## src/rtl/count_log_pkg.sv

```systemverilog
// Shared widths, state encodings and helpers for the counter sample log reader.
package count_log_pkg;

  localparam int unsigned DW    = 8;
  localparam int unsigned DEPTH = 16;
  localparam int unsigned AW    = $clog2(DEPTH);
  localparam int unsigned LW    = AW + 1;

  typedef logic [DW-1:0] sample_t;

  // Counter wrap value; marks the end of a run on the read port
  localparam sample_t ALL_ONES = '1;

  typedef enum logic {
    CHK_UNSYNC = 1'b0,
    CHK_LOCKED = 1'b1
  } chk_state_e;

  typedef enum logic {
    OUT_EMPTY = 1'b0,
    OUT_VALID = 1'b1
  } out_state_e;

  // Expected successor of a count sample (wraps mod 2^DW)
  function automatic sample_t next_count(input sample_t v);
    return v + DW'(1);
  endfunction

endpackage

```

## src/rtl/count_log_reader_if.sv

```systemverilog
// Write-strobe and valid/ready read signals between the logger, the log and the host side.
interface count_log_reader_if;
  import count_log_pkg::*;

  logic    wr_en;
  sample_t wr_data;
  logic    rd_ready;
  logic    rd_valid;
  sample_t rd_data;
  logic    rd_last;

  modport master (
    output wr_en,
    output wr_data,
    output rd_ready,
    input  rd_valid,
    input  rd_data,
    input  rd_last
  );

  modport slave (
    input  wr_en,
    input  wr_data,
    input  rd_ready,
    output rd_valid,
    output rd_data,
    output rd_last
  );

endinterface

```

## src/rtl/count_log_mem.sv

```systemverilog
// DEPTH x DW sample store: one write port, one synchronous read port whose register
// doubles as the reader's output word.
module count_log_mem #(
  parameter int unsigned DW    = 8,
  parameter int unsigned DEPTH = 16
) (
  input  logic                     clk,
  input  logic                     rst_n,
  input  logic                     i_wr_en,
  input  logic [$clog2(DEPTH)-1:0] i_wr_addr,
  input  logic [DW-1:0]            i_wr_data,
  input  logic                     i_rd_en,
  input  logic [$clog2(DEPTH)-1:0] i_rd_addr,
  output logic [DW-1:0]            o_rd_data
);

  logic [DW-1:0] r_mem [DEPTH];
  logic [DW-1:0] r_rd_data;

  always_ff @(posedge clk) begin
    if (i_wr_en) begin
      r_mem[i_wr_addr] <= i_wr_data;
    end
  end

  // Read register only loads on a pop, so the word holds steady while the host stalls
  always_ff @(posedge clk or negedge rst_n) begin
    if (!rst_n) begin
      r_rd_data <= '0;
    end else if (i_rd_en) begin
      r_rd_data <= r_mem[i_rd_addr];
    end
  end

  assign o_rd_data = r_rd_data;

endmodule

```

## src/rtl/count_log_reader.sv

```systemverilog
// Reader end of the counter sample log: buffers write-strobed samples, drains them over
// valid/ready and checks the drained stream counts up by one. Optional COUNT_LOG_STATS_EN
// adds handshake and sequence-error counters.
module count_log_reader
  import count_log_pkg::*;
(
  input  logic                clk,
  input  logic                rst_n,
  count_log_reader_if.slave   bus,
  input  logic                clr_flags,
  output logic [LW-1:0]       level,
  output logic                overrun,
  output logic                seq_err
`ifdef COUNT_LOG_STATS_EN
  ,
  output logic [15:0]         rd_count,
  output logic [7:0]          err_count
`endif
);

  logic [AW-1:0] r_wr_ptr;
  logic [AW-1:0] r_rd_ptr;
  logic [LW-1:0] r_level;
  out_state_e    r_out_state;
  chk_state_e    r_chk_state;
  sample_t       r_prev;
  logic          r_overrun;
  logic          r_seq_err;

  logic          w_pop;
  logic          w_push;
  logic          w_hs;
  logic          w_mismatch;
  sample_t       w_rd_data;

  // Pop whenever the output word is free or being consumed; a full log still
  // takes a write in the same cycle it frees a slot.
  assign w_hs       = (r_out_state == OUT_VALID) && bus.rd_ready;
  assign w_pop      = (r_level != '0) && ((r_out_state == OUT_EMPTY) || bus.rd_ready);
  assign w_push     = bus.wr_en && ((r_level != LW'(DEPTH)) || w_pop);
  assign w_mismatch = w_hs && (r_chk_state == CHK_LOCKED) && (w_rd_data != next_count(r_prev));

  count_log_mem #(
    .DW    (DW),
    .DEPTH (DEPTH)
  ) u_mem (
    .clk       (clk),
    .rst_n     (rst_n),
    .i_wr_en   (w_push),
    .i_wr_addr (r_wr_ptr),
    .i_wr_data (bus.wr_data),
    .i_rd_en   (w_pop),
    .i_rd_addr (r_rd_ptr),
    .o_rd_data (w_rd_data)
  );

  // Pointers wrap freely at DEPTH; level tracks memory occupancy only
  always_ff @(posedge clk or negedge rst_n) begin
    if (!rst_n) begin
      r_wr_ptr <= '0;
      r_rd_ptr <= '0;
      r_level  <= '0;
    end else begin
      if (w_push) begin
        r_wr_ptr <= r_wr_ptr + AW'(1);
      end
      if (w_pop) begin
        r_rd_ptr <= r_rd_ptr + AW'(1);
      end
      if (w_push && !w_pop) begin
        r_level <= r_level + LW'(1);
      end else if (w_pop && !w_push) begin
        r_level <= r_level - LW'(1);
      end
    end
  end

  // Output word state: valid only drops after a handshake with nothing left to reload
  always_ff @(posedge clk or negedge rst_n) begin
    if (!rst_n) begin
      r_out_state <= OUT_EMPTY;
    end else if (r_out_state == OUT_EMPTY) begin
      if (r_level != '0) begin
        r_out_state <= OUT_VALID;
      end
    end else begin
      if (bus.rd_ready && (r_level == '0)) begin
        r_out_state <= OUT_EMPTY;
      end
    end
  end

  // Sticky flags: a new event in the clearing cycle keeps the flag set
  always_ff @(posedge clk or negedge rst_n) begin
    if (!rst_n) begin
      r_overrun <= 1'b0;
      r_seq_err <= 1'b0;
    end else begin
      if (bus.wr_en && !w_push) begin
        r_overrun <= 1'b1;
      end else if (clr_flags) begin
        r_overrun <= 1'b0;
      end
      if (w_mismatch) begin
        r_seq_err <= 1'b1;
      end else if (clr_flags) begin
        r_seq_err <= 1'b0;
      end
    end
  end

  // Sequence checker: first delivered sample after reset/clear only seeds the reference
  always_ff @(posedge clk or negedge rst_n) begin
    if (!rst_n) begin
      r_chk_state <= CHK_UNSYNC;
      r_prev      <= '0;
    end else if (clr_flags) begin
      r_chk_state <= CHK_UNSYNC;
    end else if (w_hs) begin
      r_chk_state <= CHK_LOCKED;
      r_prev      <= w_rd_data;
    end
  end

`ifdef COUNT_LOG_STATS_EN
  logic [15:0] r_rd_count;
  logic [7:0]  r_err_count;

  // Saturating event counters, zeroed by clr_flags
  always_ff @(posedge clk or negedge rst_n) begin
    if (!rst_n) begin
      r_rd_count  <= '0;
      r_err_count <= '0;
    end else if (clr_flags) begin
      r_rd_count  <= '0;
      r_err_count <= '0;
    end else begin
      if (w_hs && (r_rd_count != 16'hFFFF)) begin
        r_rd_count <= r_rd_count + 16'd1;
      end
      if (w_mismatch && (r_err_count != 8'hFF)) begin
        r_err_count <= r_err_count + 8'd1;
      end
    end
  end

  assign rd_count  = r_rd_count;
  assign err_count = r_err_count;
`endif

  assign bus.rd_valid = (r_out_state == OUT_VALID);
  assign bus.rd_data  = w_rd_data;
  assign bus.rd_last  = (w_rd_data == ALL_ONES);
  assign level        = r_level;
  assign overrun      = r_overrun;
  assign seq_err      = r_seq_err;

endmodule
```

## src/flat_wrapper.sv

```systemverilog
// flat-port wrapper written by rule: the top's interface ports become plain ports
module count_log_reader_flat import count_log_pkg::*;
  (clk, rst_n, clr_flags, level, overrun, seq_err, bus_wr_en, bus_wr_data, bus_rd_ready, bus_rd_valid, bus_rd_data, bus_rd_last);
  count_log_reader_if bus_i ();
  input  logic clk;
  input  logic rst_n;
  input  logic clr_flags;
  output logic [LW-1:0] level;
  output logic overrun;
  output logic seq_err;
  input wire logic [$bits(bus_i.wr_en)-1:0] bus_wr_en;
  input wire logic [$bits(bus_i.wr_data)-1:0] bus_wr_data;
  input wire logic [$bits(bus_i.rd_ready)-1:0] bus_rd_ready;
  output wire logic [$bits(bus_i.rd_valid)-1:0] bus_rd_valid;
  output wire logic [$bits(bus_i.rd_data)-1:0] bus_rd_data;
  output wire logic [$bits(bus_i.rd_last)-1:0] bus_rd_last;
  assign bus_i.wr_en = bus_wr_en;
  assign bus_i.wr_data = bus_wr_data;
  assign bus_i.rd_ready = bus_rd_ready;
  assign bus_rd_valid = bus_i.rd_valid;
  assign bus_rd_data = bus_i.rd_data;
  assign bus_rd_last = bus_i.rd_last;
  count_log_reader u_core (.clk(clk), .rst_n(rst_n), .bus(bus_i), .clr_flags(clr_flags), .level(level), .overrun(overrun), .seq_err(seq_err));
endmodule
```

## config.mk

```make
export PLATFORM = sky130hd
export DESIGN_NAME = count_log_reader_flat
export DESIGN_NICKNAME = d
export VERILOG_FILES = /design/src/rtl/count_log_pkg.sv /design/src/rtl/count_log_reader_if.sv /design/src/rtl/count_log_mem.sv /design/src/rtl/count_log_reader.sv /design/src/flat_wrapper.sv
export SDC_FILE = /design/constraint.sdc
export NUM_CORES = 1
export LEC_CHECK = 0
export BUFFER_PORTS_ARGS = -buffer_cell sky130_fd_sc_hd__buf_2
export CORE_MARGIN = 3
export CORE_UTILIZATION = 30
export DETAILED_ROUTE_END_ITERATION = 7
export PLACE_DENSITY = 0.48
export SETUP_SLACK_MARGIN = 0.3
export SLEW_MARGIN = 20
export SYNTH_ARGS = -nofsm -noshare
export SYNTH_HDL_FRONTEND = slang
export SYNTH_SLANG_ARGS = --single-unit
export TNS_END_PERCENT = 10
```

## constraint.sdc

```tcl
create_clock -name clk -period 6.2 [get_ports clk]
set_input_delay 0.93 -clock clk [delete_from_list [all_inputs] [get_ports clk]]
set_output_delay 0.93 -clock clk [all_outputs]
set_load 0.03 [all_outputs]
```

==> impl_metrics.tcl <==
set metrics [dict create \
    synth_fp_nets 388 \
    synth_cell_types 39 \
    rsz0062_at_grt "false" \
    final_nets 426 \
    grt_max_degree 36 \
    worstPathRequired_ns 6.51 \
    dpl.cell_count 658 \
    grt_pass1_wl_mm 20.6 \
    diodes 0 \
    wl_per_cell_um 19.1 \
    syn_avg_cell_area_um2 18.2 \
    cts_tree "done" \
    worstPathMaxFanout 10 \
    cts_resized 0 \
    place_congestion 0.716 \
    grt_util_all_layers_pct 11.7 \
    post_cts_buffers 0 \
    p_leak_nw 2.64 \
    ctsHoldBuffers 0 \
    coreArea_um2 21400 \
    drv_cap 0 \
    finalSetupTns_ns 0 \
    postSynthCellCount 364 \
    fin_ws_ns 3.14 \
    vdd_drop_max_mv 0.169 \
    slew_viol_final 0 \
    min_period_ns 3.06 \
    start_kind "flip-flop" \
    drt_wl_total_mm 13.2 \
    fin_skew_ns 0.00822 \
    overflow 0 \
    synth_seq_area_share_pct 70.4 \
    rows 53 \
    vias_per_cell 4.75 \
    final_antenna_net_count 0 \
    dp_hpwl_mm 8.36 \
    hp-class "flip-flop to flip-flop" \
    path_cells "or4_1 > and4bb_1 > nor2b_1 > ha_1 > inv_1 > fa_1 > a21o_1 > a21oi_1 > xnor2_1 > nor2_1 > xor2_1" \
    cts_buffer_depth 2 \
    die_h_um 155 \
    vias 3277 \
    finalHoldViolations 0 \
    root_buffer "clkbuf_16" \
    clock.fmax_mhz 327 \
    slowest_delay_ns 0.56 \
    status "completed" \
    crit_buf_inv 1 \
    die_w_um 155 \
    layout_common_cells "edfxtp_1 (128), mux4_2 (33), dfrtp_1 (32), buf_2 (29)" \
    r2r_start "u_core.level[0]$_DFFE_PN0P_" \
    port_buffers 29 \
    die_area_um2 23900 \
    initial_core_util_pct 31.1 \
    clk_transition_reported_paths_ns 0.06 \
    cts.sinks 161 \
    place_ws_ns 2.73 \
    dr.first_iter.drc_count 174 \
    cts_buffers 17 \
    h-tree-depth 4 \
    tightest_slew_ns 0.861 \
    min_from "u_core.r_chk_state$_DFFE_PN0P_" \
    drt_pass1_iterations 4 \
    final.period_utilization_pct 49.3 \
    critical-path-top-delay-family "simple AND/OR/NAND/NOR gates" \
    arrival_ns 3.36 \
    grt_pass1_vias 3446 \
    drc 0 \
    synthTopCellsByArea "edfxtp_1 (58%), dfrtp_1 (12%), mux4_2 (11%)" \
    layout-drive-gt1-share_pct 27.2 \
    netlist_area_um2 6630 \
    power.density_nw_per_um2 485 \
    synth_top_area_share_pct 57.9 \
    synth_top_area_cell "edfxtp_1" \
    worstSetupPathType "flip-flop to flip-flop" \
    synth-seq-cells 161 \
    slew_headroom_pct 42.6 \
    boundaryPins 30 \
    ys_warn_count 0 \
    crit_path_start "u_core.level[0]$_DFFE_PN0P_" \
    antenna_found_initial 0 \
    area_delta_synth_final_pct 16.1 \
    endpoint_kind "flip-flop" \
    critPathSlowestCell "nor2b_1" \
    stdcell_count 690 \
    clock_latency_ns 0.42 \
    final_common_cell "edfxtp_1" \
    setup_viol 0 \
]
## cell usage after synthesis
cell type    n
dfrtp_1     33
and3_4       1
mux4_2      33
nand4_1      5
nand2_1      9
inv_1        8
a21oi_1      4
or3_1        1
mux2i_1      7
xor2_1       5
nand3b_1     1
nor4b_1      1
o21a_1       6
and2_1       9
o21ai_0      9
ha_1        10
and3_1       5
o221ai_1     1
nor2b_1      4
buf_1        2
o22ai_1      1
buf_6        1
a22oi_1      7
a2111oi_0    1
a21o_1       3
edfxtp_1   128
buf_2        5
or4_1        1
a41oi_1      1
a31oi_1      1
nor3b_1      6
nand3_1      5
o211ai_1     6
nor2_1       6
xnor2_1     17
and4bb_1     1
clkbuf_1     9
mux2_2      10
fa_1         1
## final timing paths
| check | to | slack (ns) | cells after the start |
|---|---|---|---|
| max | u_core.level[4]$_DFFE_PN0P_ | 3.14 | 11 |
| min | u_core.r_chk_state$_DFFE_PN0P_ | 0.50 | 2 |
| max reg2reg | u_core.level[4]$_DFFE_PN0P_ | 3.14 | 11 |
| min reg2reg | u_core.r_chk_state$_DFFE_PN0P_ | 0.50 | 2 |
| max in group asynchronous | u_core.r_rd_ptr[1]$_DFFE_PN0P_ | 5.10 | 1 |
| min in group asynchronous | u_core.level[2]$_DFFE_PN0P_ | 0.57 | 1 |
## state kept, by name, indices dropped and copies added, names as in the netlist
register,flops
u_core.u_mem.o_rd_data,8
u_core.r_rd_ptr,4
u_core.r_prev,8
u_core.overrun,1
u_core.r_wr_ptr,4
u_core.level,5
u_core.bus.rd_valid,1
u_core.r_chk_state,1
u_core.u_mem.r_mem,128
u_core.seq_err,1
## report_power, final
part,internal [mW],switching [mW]
clock,0.606,0.454
sequential,1.36,0.182
combinational,0.529,0.608
## layer usage
layer / wire, µm / share of wire, % / up-vias / track usage [%]
met5: 0 / 0 / - / 0
met4: 159 / 1.2 / 0 / 3.24
met3: 481 / 3.7 / 11 / 3.53
met2: 6320 / 48 / 50 / 18.7
met1: 6200 / 47 / 1698 / 15.6
li1: - / - / 1518 / -
## area by class of cell
cell class,instances,area (µm²)
Fill cell,1999,13700
Multi-Input combinational cell,178,1860
Inverter,8,30.0
Timing Repair Buffer,36,198
Sequential cell,161,4670
Tap cell,275,344
Clock buffer,17,425
Clock inverter,15,174
## worst register-to-register path, delay by kind of cell (launching register included)
family	cells	cell delay, ns
AND/OR/NAND/NOR	4	1.03
buffers and inverters	1	0.11
flip-flops	1	0.45
AO/OA/AOI/OAI	2	0.37
XOR/XNOR	2	0.28
adder cells (fa/ha/maj)	2	0.73
## through the flow
step                      util (%)  hold WS, ns  total power [mW]  instance area [µm²]
final                         36.1        0.496              3.73                 7700
after global routing          36.1        0.543              3.96                 7700
after CTS                     36.1        0.505              3.79                 7700
after detailed placement      33.2        0.489              2.73                 7100
after global placement        33.2        0.485              2.70                 7100
after floorplan                  -        0.463              2.39                 6630
## cells by family (layout without fill, tap and decap cells)
logic type / after synthesis / in the layout / share of synthesized area (%)
multiplexers: 50 / 50 / 14.0
buffers and inverters: 25 / 76 / 1.62
XOR/XNOR: 22 / 22 / 2.90
adder cells (fa/ha/maj): 11 / 11 / 2.19
AND/OR/NAND/NOR: 55 / 55 / 4.88
flip-flops: 161 / 161 / 70.4
AO/OA/AOI/OAI: 40 / 40 / 4.06
Power figures use the tool's default switching activity.
